$ cat src/rtl/led_pkg.sv
// Shared types and helpers for the LED pattern sequencer: FSM states,
// DIP-switch mode encodings and the polarity-aware LED drive function.
package led_pkg;

    typedef enum logic [2:0] {
        IDLE   = 3'd0,
        START  = 3'd1,
        SCAN   = 3'd2,
        BLINK  = 3'd3,
        FINISH = 3'd4
    } state_t;

    localparam logic [1:0] MODE_OFF   = 2'b00;
    localparam logic [1:0] MODE_SCAN  = 2'b01;
    localparam logic [1:0] MODE_BLINK = 2'b10;
    localparam logic [1:0] MODE_COMBO = 2'b11;

    // Widest LED bank the drive helper supports; callers size-cast in and out.
    localparam int LED_MAX = 32;

    function automatic logic [LED_MAX-1:0] led_drive(input logic [LED_MAX-1:0] lit_vector,
                                                     input logic               active_low);
        logic [LED_MAX-1:0] drive;
        if (active_low) begin
            drive = ~lit_vector;
        end else begin
            drive = lit_vector;
        end
        return drive;
    endfunction

endpackage

$ cat src/rtl/tick_prescaler.sv
// Free-running tick generator with two selectable periods and a synchronous clear.
// o_tick is high in the cycle the count sits at the selected period minus one.
module tick_prescaler #(
    parameter int PERIOD_0 = 1,
    parameter int PERIOD_1 = 1
) (
    input  logic clk,
    input  logic rst,
    input  logic i_en,
    input  logic i_clear,
    input  logic i_sel,
    output logic o_tick
);

    localparam int P_MAX = (PERIOD_0 > PERIOD_1) ? PERIOD_0 : PERIOD_1;
    localparam int W     = $clog2(P_MAX + 1);
    localparam logic [W-1:0] LAST_0 = W'(PERIOD_0 - 1);
    localparam logic [W-1:0] LAST_1 = W'(PERIOD_1 - 1);

    logic [W-1:0] r_count;
    logic [W-1:0] w_last;
    logic         w_at_last;

    // Select the terminal count for the active period.
    always_comb begin
        if (i_sel) begin
            w_last = LAST_1;
        end else begin
            w_last = LAST_0;
        end
    end

    assign w_at_last = (r_count == w_last);
    assign o_tick    = i_en && !i_clear && w_at_last;

    // Count 0..P-1 while enabled, wrapping on the tick.
    always_ff @(posedge clk) begin
        if (rst || i_clear) begin
            r_count <= {W{1'b0}};
        end else if (i_en) begin
            if (w_at_last) begin
                r_count <= {W{1'b0}};
            end else begin
                r_count <= r_count + W'(1);
            end
        end else begin
            r_count <= r_count;
        end
    end

endmodule

$ cat src/rtl/led_pattern_seq.sv
// LED pattern sequencer: bounce scan, all-LED blink and scan-then-blink combo,
// selected by synchronised DIP switches, with loop/play-once and busy/done status.
module led_pattern_seq
    import led_pkg::*;
#(
    parameter int N_LED        = 4,
    parameter int STEP_CYCLES  = 5000000,
    parameter int BLINK_CYCLES = 8000000,
    parameter int N_BLINK      = 3,
    parameter int ACTIVE_LOW   = 1
) (
    input  logic             clk,
    input  logic             rst,
    input  logic [1:0]       mode,
    input  logic             repeat_en,
    output logic [N_LED-1:0] led,
    output logic             busy,
    output logic             done
);

    localparam int SWEEP  = (N_LED == 1) ? 1 : 2 * N_LED - 2;
    localparam int SW     = (SWEEP > 1) ? $clog2(SWEEP) : 1;
    localparam int PHASES = 2 * N_BLINK;
    localparam int PW     = $clog2(PHASES);
    localparam logic [SW-1:0]    SWEEP_LAST = SW'(SWEEP - 1);
    localparam logic [PW-1:0]    PHASE_LAST = PW'(PHASES - 1);
    localparam logic             AL         = (ACTIVE_LOW != 0);
    localparam logic [N_LED-1:0] LIT_NONE   = {N_LED{1'b0}};
    localparam logic [N_LED-1:0] LIT_ALL    = {N_LED{1'b1}};

    state_t            r_state;
    logic [1:0]        r_mode_meta;
    logic [1:0]        r_mode_sync;
    logic [1:0]        r_mode_act;
    logic              r_hold;
    logic [SW-1:0]     r_step;
    logic [PW-1:0]     r_phase;
    logic [N_LED-1:0]  r_led;
    logic              r_busy;
    logic              r_done;

    logic              w_tick;
    logic              w_abort;
    logic [N_LED-1:0]  w_led_dark;
    logic [N_LED-1:0]  w_led_all;
    logic [N_LED-1:0]  w_led_first;
    logic [N_LED-1:0]  w_led_next;

    // Sweep step k lights index k on the way up, then folds back down without repeating the ends.
    function automatic logic [N_LED-1:0] scan_lit(input logic [SW-1:0] step);
        int s;
        int p;
        s = int'(step);
        if (s < N_LED) begin
            p = s;
        end else begin
            p = 2 * N_LED - 2 - s;
        end
        return N_LED'(1'b1) << p;
    endfunction

    tick_prescaler #(
        .PERIOD_0 (STEP_CYCLES),
        .PERIOD_1 (BLINK_CYCLES)
    ) u_prescaler (
        .clk     (clk),
        .rst     (rst),
        .i_en    ((r_state == SCAN) || (r_state == BLINK)),
        .i_clear (r_state == START),
        .i_sel   (r_state == BLINK),
        .o_tick  (w_tick)
    );

    assign w_abort = (r_mode_sync != r_mode_act);

    // Polarity-correct pin values for each lit pattern the FSM can load.
    always_comb begin
        w_led_dark  = N_LED'(led_drive(LED_MAX'(LIT_NONE), AL));
        w_led_all   = N_LED'(led_drive(LED_MAX'(LIT_ALL), AL));
        w_led_first = N_LED'(led_drive(LED_MAX'(scan_lit({SW{1'b0}})), AL));
        w_led_next  = N_LED'(led_drive(LED_MAX'(scan_lit(r_step + SW'(1))), AL));
    end

    // Two-flop synchroniser for the asynchronous DIP switches.
    always_ff @(posedge clk) begin
        if (rst) begin
            r_mode_meta <= MODE_OFF;
            r_mode_sync <= MODE_OFF;
        end else begin
            r_mode_meta <= mode;
            r_mode_sync <= r_mode_meta;
        end
    end

    // Pattern FSM with registered LED, busy and done outputs.
    always_ff @(posedge clk) begin
        if (rst) begin
            r_state    <= IDLE;
            r_mode_act <= MODE_OFF;
            r_hold     <= 1'b0;
            r_step     <= {SW{1'b0}};
            r_phase    <= {PW{1'b0}};
            r_led      <= w_led_dark;
            r_busy     <= 1'b0;
            r_done     <= 1'b0;
        end else begin
            r_done <= 1'b0;
            // A finished play-once pattern stays dark until the switches return to off.
            if (r_mode_sync == MODE_OFF) begin
                r_hold <= 1'b0;
            end else if (r_state == FINISH) begin
                r_hold <= 1'b1;
            end else begin
                r_hold <= r_hold;
            end

            case (r_state)
                IDLE: begin
                    r_led <= w_led_dark;
                    if ((r_mode_sync != MODE_OFF) && !r_hold) begin
                        r_state <= START;
                        r_busy  <= 1'b1;
                    end else begin
                        r_busy  <= 1'b0;
                    end
                end
                START: begin
                    r_step     <= {SW{1'b0}};
                    r_phase    <= {PW{1'b0}};
                    r_mode_act <= r_mode_sync;
                    if (r_mode_sync == MODE_OFF) begin
                        r_state <= IDLE;
                        r_led   <= w_led_dark;
                        r_busy  <= 1'b0;
                    end else if (r_mode_sync == MODE_BLINK) begin
                        r_state <= BLINK;
                        r_led   <= w_led_all;
                        r_busy  <= 1'b1;
                    end else begin
                        r_state <= SCAN;
                        r_led   <= w_led_first;
                        r_busy  <= 1'b1;
                    end
                end
                SCAN: begin
                    if (w_abort) begin
                        r_state <= (r_mode_sync == MODE_OFF) ? IDLE : START;
                        r_led   <= w_led_dark;
                        r_busy  <= (r_mode_sync != MODE_OFF);
                    end else if (w_tick) begin
                        if (r_step != SWEEP_LAST) begin
                            r_step <= r_step + SW'(1);
                            r_led  <= w_led_next;
                        end else if (r_mode_act == MODE_COMBO) begin
                            r_state <= BLINK;
                            r_phase <= {PW{1'b0}};
                            r_led   <= w_led_all;
                        end else if (repeat_en) begin
                            r_step <= {SW{1'b0}};
                            r_led  <= w_led_first;
                        end else begin
                            r_state <= FINISH;
                            r_led   <= w_led_dark;
                            r_busy  <= 1'b0;
                            r_done  <= 1'b1;
                        end
                    end else begin
                        r_led <= r_led;
                    end
                end
                BLINK: begin
                    if (w_abort) begin
                        r_state <= (r_mode_sync == MODE_OFF) ? IDLE : START;
                        r_led   <= w_led_dark;
                        r_busy  <= (r_mode_sync != MODE_OFF);
                    end else if (w_tick) begin
                        if (r_phase != PHASE_LAST) begin
                            r_phase <= r_phase + PW'(1);
                            // Even half-phases are lit, so the next one is lit when this one is odd.
                            r_led   <= r_phase[0] ? w_led_all : w_led_dark;
                        end else if (!repeat_en) begin
                            r_state <= FINISH;
                            r_led   <= w_led_dark;
                            r_busy  <= 1'b0;
                            r_done  <= 1'b1;
                        end else if (r_mode_act == MODE_COMBO) begin
                            r_state <= START;
                            r_led   <= w_led_dark;
                        end else begin
                            r_phase <= {PW{1'b0}};
                            r_led   <= w_led_all;
                        end
                    end else begin
                        r_led <= r_led;
                    end
                end
                FINISH: begin
                    r_state <= IDLE;
                    r_led   <= w_led_dark;
                    r_busy  <= 1'b0;
                end
                default: begin
                    r_state <= IDLE;
                    r_led   <= w_led_dark;
                    r_busy  <= 1'b0;
                end
            endcase
        end
    end

    assign led  = r_led;
    assign busy = r_busy;
    assign done = r_done;

endmodule

$ cat config.mk
export PLATFORM = sky130hd
export DESIGN_NAME = led_pattern_seq
export DESIGN_NICKNAME = d
export VERILOG_FILES = /design/src/rtl/led_pkg.sv /design/src/rtl/tick_prescaler.sv /design/src/rtl/led_pattern_seq.sv
export SDC_FILE = /design/constraint.sdc
export NUM_CORES = 1
export LEC_CHECK = 0
export ABC_AREA = 1
export ABC_CLOCK_PERIOD_IN_PS = 5000
export CORE_MARGIN = 4
export CORE_UTILIZATION = 39
export DETAILED_ROUTE_END_ITERATION = 10
export SLEW_MARGIN = 20
export SYNTH_ARGS = -nofsm -noshare
export SYNTH_HDL_FRONTEND = slang
export SYNTH_HIERARCHICAL = 1
export SYNTH_SLANG_ARGS = --single-unit
$ cat constraint.sdc
create_clock -name clk -period 5 [get_ports clk]
set_clock_uncertainty 0.1 [all_clocks]
set_input_delay 1 -clock clk [delete_from_list [all_inputs] [get_ports clk]]
set_output_delay 1 -clock clk [all_outputs]
set_load 0.01 [all_outputs]
==> results of run 1 <==
## area by class of cell
type / count / share of cell area (%)
well taps: 96 / 3.87
multi-input cells: 329 / 52.8
inverters: 67 / 8.18
repair buffers: 10 / 3.22
flip-flops and latches: 45 / 29.0
clock buffers: 5 / 2.22
clock inverters: 3 / 0.725
## worst min-delay path: cells and delay by family (launching register included)
family | cells | cell delay [ps]
DFF | 1 | 310
buffers and inverters | 1 | 40
and+or+nand+nor | 1 | 30
## report_power, final
group / switching, mW / internal [mW] / leakage [nW]
sequential: 0.0390 / 0.401 / 0.365
combinational: 0.278 / 0.153 / 0.858
clock: 0.132 / 0.0981 / 0.0364
## state kept, by name (all words and copies together) (netlist names)
register and cells:
done 1, r_mode_meta 2, r_phase 3, r_step 3
led 4, r_state 3, busy 1, r_hold 1
r_mode_sync 2, u_prescaler/r_count 23, r_mode_act 2
## stage by stage
stage	std cells	setup slack [ps]	power, mW	hold slack, ps
6_report	555	2540	1.10	306
5_1_grt	555	2270	1.20	325
4_1_cts	555	2530	1.12	310
3_5_place_dp	547	2200	0.883	296
3_3_place_gp	547	2240	0.880	291
2_1_floorplan	445	2990	0.768	288
## path summary, 6_finish.rpt
kind	slack [ps]	from	end	cells after the start
worst max register to register	2620	r_state[0]	r_phase[2]	15
worst min-delay path	310	r_mode_meta[0]	r_mode_sync[0]	2
worst max-delay path	2540	rst	u_prescaler/r_count[6]	4
worst min register to register	310	r_mode_meta[0]	r_mode_sync[0]	2
## placed cells by master (no fill, tap or decap), types with 2 or more instances in the layout
cell / n
dfxtp_1: 45
nor2_2: 10
o21ai_1: 3
nand2_2: 9
nor2_1: 76
clkdlybuf4s50_1: 10
a21oi_1: 18
nand2_1: 114
inv_2: 6
clkinvlp_4: 3
nand4_1: 7
xor2_1: 8
o21ai_0: 9
inv_1: 60
clkbuf_8: 5
nand2_4: 4
xnor2_1: 3
nand3b_1: 3
ha_1: 5
nor3_1: 5
nor2_4: 5
nand3_1: 38
nand3_2: 2
## synthesized netlist by cell type, drive strengths merged, types with 3 or more instances
master	instances	share of area, %
nand4	7	1.6
inv	67	9.0
a21oi	19	3.5
dfxtp	45	32
nor3	5	0.89
nand3	40	7.4
xor2	8	2.5
o21ai	13	2.4
nand2	127	19
ha	5	2.2
nand3b	3	0.80
xnor2	3	0.93
nor2	92	15
buf	3	0.93
## per-layer routing
layer	vias up	share of wire (%)	global-route usage (%)
li1	1412	-	-
met1	1184	45	18.1
met2	39	49	28.1
met3	10	3.1	2.90
met4	0	2.2	5.49
met5	-	0	0
## logic make-up (layout without fill, tap and decap cells)
family                     after synthesis  count (layout)
buffers and inverters                   71              85
AOI/OAI and AO/OA                       37              37
DFF                                     45              45
xor gates and xnor gates                11              11
adders and majority gates                5               5
and+or+nand+nor                        275             275
muxes                                    1               1
==> results summary, run 1 <==
The total area of sequential cells is 901 um2. The boundary pin count came out at 11. Static timing analysis puts the maximum clock frequency at 406 MHz.

The placer congestion estimate is 0.875. Post-CTS timing repair inserted 0 buffers for setup. The final non-filler cell area is 3110 um2.

TritonCTS created 5 clock buffers. The detailed router placed 2,645 vias in this run. By area, the combinational part of the netlist is dominated by simple AND/OR/NAND/NOR gates. The number of nets in the final layout is 468.

Summing the areas of all compound-gate instances in the mapped netlist gives 7.40% of the synthesized area. The synthesized netlist devotes 44.7% of its cell area to simple gates. The cell family with the largest share of critical-path delay is buffers and inverters. Summed over all nets, the half-perimeter wirelength after detailed placement is 4890 um. The number of distinct library cell variants in the gate-level netlist after synthesis came out at 34. After synthesis the netlist holds a flip-flop and latch count of 45. The type of the tightest min-delay check is flop to flop. The mean post-synth cell area came out at 6.35 um2. The layout has 759 filler cells. Setup repair after global routing left no endpoint under its margin. The worst setup path is launched from an input port. For this run, asynchronously set or reset flops after synthesis account for 0%. The area of combinational cells with multiple inputs is 1640 um2. The longest individual stage delay on the worst path came out at 840 ps. The largest fanout of any net on the critical path came out at 21. The transition at the pin with the smallest max-transition slack came out at 846 ps. The worst path uses 49.2% of the clock period.

The relative slew slack came out at 43.5%. The mean routed wirelength per cell is 11.3 um. The die width came out at 93.1 um. After Yosys synthesis, XOR and XNOR cells account for 3.41% of the synthesized area. The areal power density over the cells is 355 nW/um2. The fraction of the core area covered by cells at the end of the flow came out at 45.0%. For this run, the leading register cell type out of synthesis is dfxtp_1.

The placed instance area is 3010 um2. The warning count from the yosys run is 6. The total inserted antenna cells is 0. The slowest stage of the critical path is the clkdlybuf4s50_1 cell. The setup total negative slack came out at 0 ps. The number of antenna violations at the first check in global routing is 0. The tree built by TritonCTS fans out to 45 sinks. The growth of design area from synthesis to finish is 9.97%. The synthesized cell area came out at 2820 um2. The number of flops mapped to enable cells by yosys is 0.

The number of global-route vias before repair is 2,483. Of the total synthesized cell area, the portion taken by full adders, half adders and majority gates is 2.22%. The critical path is of the input port to flop type.

The clock tree from TritonCTS is built. The total count of max-transition violations in the final report came to 0. The count of endpoints failing hold in the final timing report came out at 0.

The clock passes through at most 2 buffers. The worst voltage drop across the vdd grid came out at 0.202 mV. The leakage component of the power came out at 1.26 nW. The post-detailed-routing wire length came out at 6270 um. The remaining number of nets flagged by the antenna check after routing is 0. The fraction of the yosys area taken by sequential cells came out at 31.9%. For this run the aggregate overflow at the end of global routing stands at 0. The fraction of final layout cells sized beyond drive strength 1 is 10.7%. The initial utilization of the core area, before any placement, comes to 40.9%.

The data required time of the worst path is 5140 ps. After clock tree synthesis, the clock-pin slew on the worst setup and hold paths is 90 ps. The tree is rooted in a clkbuf_8. The overall track demand over capacity in global routing came out at 15.5%.

The die covers 8670 um2. Entering global routing, the biggest net connects 22 pins. The critical path endpoint category is a flop. The number of buffer cells added on primary ports is 10. CTS built an H-tree with a depth of 2.

After floorplanning, the core was divided into 30 placement rows. The first detailed-routing pass took 4 iterations. The number of gates resized after CTS came out at 0. The cell that appears most often on the critical path is nor2_1.

The total of max-cap violations came out at 0. The die is 93.1 um tall. Dividing the detail-routed via count by the number of cells gives 4.77.

The number of nets produced by synthesis is 455. The total buffers and inverters traversed by the critical path came out at 1. For this run, design rule violations remaining after detail routing come to 0.

Hold repair after CTS inserted 0 buffers. Setup violations remaining at the end of the flow were counted as 0. The critical path arrival is 2600 ps. The gate count after technology mapping is 445.

Traced cell by cell, the critical path runs through clkdlybuf4s50_1 -> nor2_1 -> nand2_4 -> nor2_1. The run finished with clean final reports. The first global-routing pass estimated 11,000 um of wire. The first-iteration detailed-routing DRC count came out at 123. After synthesis, the share of cell area in mux cells is 0.354%.

The source-to-sink clock delay at the later pin of the worst-skew pair is 300 ps. The time the worst path needs with I/O delays and setup is 2460 ps. The core region is 6910 um2.
(Power assumes the default switching activity.)
==> run 2, diff against run 1 <==
--- a/config.mk
+++ b/config.mk
@@ -6,7 +6,7 @@
 export NUM_CORES = 1
 export LEC_CHECK = 0
 export ABC_AREA = 1
-export ABC_CLOCK_PERIOD_IN_PS = 5000
+export ABC_CLOCK_PERIOD_IN_PS = 2500
 export CORE_MARGIN = 4
 export CORE_UTILIZATION = 39
 export DETAILED_ROUTE_END_ITERATION = 10
==> constraint.sdc (replaced) <==
create_clock -name clk -period 2.5 [get_ports clk]
set_clock_uncertainty 0.1 [all_clocks]
set_input_delay 0.5 -clock clk [delete_from_list [all_inputs] [get_ports clk]]
set_output_delay 0.5 -clock clk [all_outputs]
set_load 0.01 [all_outputs]
==> results summary, run 2 (synthesized netlist as in run 1, its figures left out) <==
The run finished with clean final reports. Measured against its own limit, the worst slew margin works out to 69.3%. The post-detailed-routing wire length came out at 6530 um. The total number of vias came out at 2,678. The overall track demand over capacity in global routing is 16.5%. Of all nets on the critical path, the largest fanout is 10.

The total count of max-transition violations in the final report was 0. TritonCTS built the clock tree. Across the run, the number of max-cap violations was 0.

The H-tree depth reported by CTS came out at 2. The part of the power in registers came out at 35.8%. The most critical setup path has its startpoint at r_state[1]. The remaining number of nets flagged by the antenna check after routing is 0. The net switching power is 0.935 mW. The number of setup violations in the final report is 0. The first detailed-routing pass took 4 iterations. The clock-pin transition on the worst setup and hold timing paths is 100 ps. Across the VDD grid, the largest voltage drop is 0.526 mV. Summed over all layers, the global routing overflow is 0. The critical path is of the flop to flop type. The number of global-route vias before repair is 2,602.

Entering global routing, the biggest net connects 21 pins. The clock buffer count from CTS came out at 5. In this run the critical register-to-register path is launched from r_state[1]. The critical path arrival came out at 2300 ps. The library cells used most frequently in the layout, excluding fill and tap cells, are nand2_1, nor2_1, inv_1. The data required time of the worst path is 2600 ps. The flip-flop count of the largest register, all copies and words added came out at 23. The sum of net half-perimeters after detailed placement came out at 5050 um. The detailed router finished its first iteration with 159 violations. The wire length of the first global-routing pass is 11,600 um. The placer congestion estimate is 0.883. The count of endpoints failing hold in the final timing report is 0. The die area came out at 8670 um2. STA classifies the critical path endpoint as a flop. The setup total negative slack is 0 ps. Cells with a size suffix above 1 make up 11.5% of the layout. The part of the cycle the worst path needs came out at 87.8%.

The portion of total power attributed to combinational logic is 36.3%. The fraction of the core area covered by cells at the end of the flow is 46.0%. The source-to-sink clock delay at the later pin of the worst-skew pair is 320 ps. After floorplanning, the core was divided into 30 placement rows.

The number of nets in the final layout is 471. The die width came out at 93.1 um. The highest achievable clock rate is 456 MHz. The design internal power is 1.52 mW. The cell count after placement is 549. Once the floorplan was initialized, standard cells occupied 40.9% of the core. Final hold analysis gives a worst-case slack of 307 ps. The number of buffer cells added on primary ports came out at 10. The worst setup path is launched from a flop. The number of antenna diodes in the final layout is 0. Net switching is 38.0% of the power. The time the worst path needs with I/O delays and setup is 2190 ps. The maximum clock path buffer count is 2. The die is 93.1 um tall. The areal power density over the cells came out at 774 nW/um2.

In this run the critical register-to-register path is captured at r_phase[0]. The fraction of power consumed by the clock network came out at 27.9%. After routing the design area is 3180 um2. At the pin with the least slew margin, the transition time is 456 ps. The commonest non-fill, non-tap cell in the layout is nand2_1. The tightest min-delay check is of the flop to flop type. The boundary pin count is 11. The logic depth of the worst register-to-register path came out at 14. The mean routed wirelength per cell came out at 11.7 um.

In this run the static leakage power is 1.31 nW. The number of antenna violations at the first check in global routing is 0. The most flop-heavy register is u_prescaler/r_count.

The cell sitting at the root of the clock tree is a clkbuf_8. The core footprint came out at 6910 um2. Excluding fillers, the count of instances in the completed layout stands at 558. The DRC violation count after routing is 0. The total clock sinks is 45. The register-to-register path setup slack is 310 ps. The post-cts hold buffer count is 0. The post-detailed-route via-to-cell ratio came out at 4.80. The growth of design area from synthesis to finish is 12.5%. The placed instance area came out at 3030 um2.

Setup repair after global routing left no endpoint under its margin. The critical path ends at r_phase[0].
==> run 2: changes by cell type in the layout (fill, tap and decap cells not counted), sizes merged <==
cell,previous run,this run
buf,0,3
inv,67,68
bufinv,0,2
clkinvlp,3,0
==> run 2: critical path, stage by stage, from the launching register on <==
cell and delay (ps):
dfxtp_1 430, nand2_4 110, inv_4 140, nand2_1 60
nand3b_1 170, nor2_2 140, nand3_2 110, nor2_1 160
inv_1 90, nor2_2 160, nand2_1 70, nand2_1 110
nand2_1 100, nand2_1 80, a21oi_2 50
==> run 2: per-layer routing <==
metal  up-vias  GRT usage [%]  share of wire (%)  routed length, um
met3        14           2.74                3.6                238
met1      1206           20.7                 47               3090
met4         0           6.96                2.4                156
li1       1416              -                  -                  -
met2        42           27.8                 47               3050
met5         -              0                  0                  0
==> run 2: repair_timing <==
item | 4_1_cts | 5_1_grt
setup endpoints to repair | 0 | 3
resized for setup | 0 | 1
buffers inserted | 0 | 1
endpoints found under the hold margin | 0 | 0
==> run 2: worst min path at each step <==
stage | from | to | slack [ps] | depth (start not counted)
2_1_floorplan | r_mode_meta[0] | r_mode_sync[0] | 290 | 2
3_3_place_gp | r_mode_meta[0] | r_mode_sync[0] | 290 | 2
3_5_place_dp | r_mode_meta[1] | r_mode_sync[1] | 300 | 2
4_1_cts | r_mode_meta[1] | r_mode_sync[1] | 310 | 2
5_1_grt | r_mode_meta[1] | r_mode_sync[1] | 340 | 2
6_report | r_mode_meta[0] | r_mode_sync[0] | 310 | 2
==> run 2: layout make-up <==
class / instances / area, um2
multi-input cells: 329 / 1640
clock buffers: 5 / 68.8
repair buffers: 13 / 123
inverters: 67 / 254
fillers: 757 / 3730
clock inverters: 3 / 68.8
flip-flops and latches: 45 / 902
well taps: 96 / 120
==> run 2: power by group through the flow <==
stage / clock (mW) / sequential, mW / combinational, mW
after floorplan: 0 / 0.902 / 0.633
after global placement: 0 / 0.892 / 0.884
after detailed placement: 0 / 0.895 / 0.889
after CTS: 0.700 / 0.879 / 0.894
after global routing: 0.739 / 0.893 / 1.02
final: 0.684 / 0.879 / 0.893
==> run 2: stage by stage <==
stage / setup slack [ps] / power (mW)
after floorplan: 485 / 1.54
after global placement: 383 / 1.78
after detailed placement: 302 / 1.78
after global routing: 10.8 / 2.65
final: 306 / 2.46
after CTS: 272 / 2.47
==> run 3, diff against run 2 <==
--- a/config.mk
+++ b/config.mk
@@ -10,6 +10,7 @@
 export CORE_MARGIN = 4
 export CORE_UTILIZATION = 39
 export DETAILED_ROUTE_END_ITERATION = 10
+export PLACE_DENSITY = 0.61
 export SLEW_MARGIN = 20
 export SYNTH_ARGS = -nofsm -noshare
 export SYNTH_HDL_FRONTEND = slang
==> results summary, run 3 (synthesized netlist as in run 1, its figures left out) <==
The flow ran to the end, and the final reports show no timing, DRC or antenna violations. The areal power density over the cells is 737 nW/um2. The largest fanout of any net on the critical path came out at 10. The post-route netlist has 11.4% of its cells at a drive strength greater than 1. TritonCTS built the clock tree. The die area is 8670 um2. The placed instance area came out at 3030 um2. The critical path arrival is 2260 ps. For this block, the initial DRC count from the detailed router was 144. Leaving out fill and tap cells, the most frequent cell in the layout is nand2_1.

The number of optimization iterations in the first detailed-route pass came out at 5. The boundary pin count came out at 11. The clock-pin transition on the worst setup and hold timing paths is 80 ps.

Setup repair after global routing left no endpoint under its margin. In the routed design, unresolved DRC markers number 0. The type of the tightest min-delay check is flop to flop. The total inserted antenna cells is 0.

The setup total negative slack came out at 0 ps. The maximum clock path buffer count came out at 2. Using the TritonRoute via totals, the vias-per-cell ratio works out to 4.84. The post-detailed-routing wire length came out at 6350 um. Cells fill 45.7% of the core in the end. The pin count of the biggest net entering global routing is 21. The source-to-sink clock delay at the later pin of the worst-skew pair is 300 ps. The cell count after placement is 549. The clock drives 45 sinks. With fillers left out, the area of the finished cells amounts to 3160 um2. The routed layout has 2,706 vias. The count of nets left with antenna violations once routing finished came out at 0. The data required time of the worst path is 2580 ps. The worst setup path is launched from a flop. The tool flagged a number of max-cap violations equal to 0.

Buffers placed on the I/O ports in this run total 10. STA classifies the critical path endpoint as a flop. The number of standard cells in the final layout excluding fillers is 559.

The setup path with the least slack is of type flop to flop. The number of setup violations in the final report came out at 0. The part of the cycle the worst path needs came out at 87.1%. The logic depth of the worst register-to-register path came out at 15. The number of cells on the worst hold path is 2. The transition at the pin with the smallest max-transition slack came out at 443 ps. The die boundary height came out at 93.1 um.

The mean routed wirelength per cell came out at 11.4 um. The worst voltage drop across the vdd grid came out at 0.412 mV. The core footprint is 6910 um2.

The flip-flop count of the largest register, all copies and words added is 23. The wire length of the first global-routing pass is 11,300 um. The number of cell rows came out at 30. The total count of max-transition violations in the final report is 0. The sum of net half-perimeters after detailed placement came out at 4860 um. The time the worst path needs with I/O delays and setup is 2180 ps. The number of antenna violations at the first check in global routing came out at 0. The worst pin sits at a relative slew slack of 70.1%.

The effective utilization at floorplan came out at 40.9%. The placer congestion estimate is 0.884. Compared with the post-synthesis result, the final layout area differs by 11.8%. The number of global-route vias before repair is 2,533. The die width came out at 93.1 um. The analysis attributes to cell leakage a power of 1.30 nW.

Global routing consumed, over all layers together, 15.9% of the routing resources. In this run the number of H-tree levels came out at 2. Based on the critical path, the design can be clocked at up to 459 MHz. u_prescaler/r_count holds more flip-flops than any other register. The sum of overflow across all layers after global routing is 0. The number of nets in the final layout is 472. The tree is rooted in a clkbuf_8. The number of clock buffers added by TritonCTS is 5.

The library cells used most frequently in the layout, excluding fill and tap cells, are nand2_1, nor2_1, inv_1. The count of endpoints failing hold in the final timing report is 0.
[run 3: path summary, 6_finish.rpt]
check / end / from / slack (ps)
setup / recovery: r_phase[0] / r_state[2] / 320
hold / removal: r_mode_sync[0] / r_mode_meta[0] / 310
hold reg to reg: r_mode_sync[0] / r_mode_meta[0] / 310
setup reg to reg: r_phase[0] / r_state[2] / 320
[run 3: per-stage QoR]
| stage | setup WS, ps | hold WS [ps] | total power, mW |
|---|---|---|---|
| finish | 323 | 307 | 2.33 |
| global route | 31.4 | 331 | 2.52 |
| CTS | 288 | 309 | 2.35 |
| detailed placement | 322 | 296 | 1.78 |
| global placement | 379 | 289 | 1.77 |
| floorplan | 485 | 288 | 1.54 |
[run 3: critical path, stage by stage, from the launching register on]
cell      delay [ps]
dfxtp_1          370
inv_2             90
nand2_4           80
inv_4            140
nand2_1           60
nand3b_1         170
nor2_2           150
nand3_2          110
nor2_1           160
inv_1             90
nor2_2           150
nand2_1           60
nand2_1          110
nand2_1          100
nand2_1           90
a21oi_2           50
[run 3: final cells by class]
type	instances	area, um2
multi-input cells	329	1640
well taps	96	120
clock buffers	6	72.6
repair buffers	14	130
inverters	67	254
clock inverters	2	38.8
flip-flops and latches	45	902
fillers	736	3750
[run 3: what timing repair did]
action / CTS / global route
resized for setup: 0 / 1
hold buffers: 0 / 0
setup buffers: 0 / 2
endpoints found under the setup margin: 0 / 1
[run 3: report_power, final]
part | internal (mW) | total (mW) | switching (mW) | leakage [nW]
registers | 0.804 | 0.878 | 0.0741 | 0.365
clock network | 0.300 | 0.558 | 0.257 | 0.0554
logic | 0.318 | 0.891 | 0.573 | 0.879
total | 1.42 | 2.33 | 0.904 | 1.30
[run 3: per-layer routing]
metal	GRT usage (%)	routed length [um]	part of all wire, %
met1	20.5	3030	48
met2	27.6	3020	48
met3	2.65	236	3.7
met4	4.15	61	0.96
met5	0	0	0
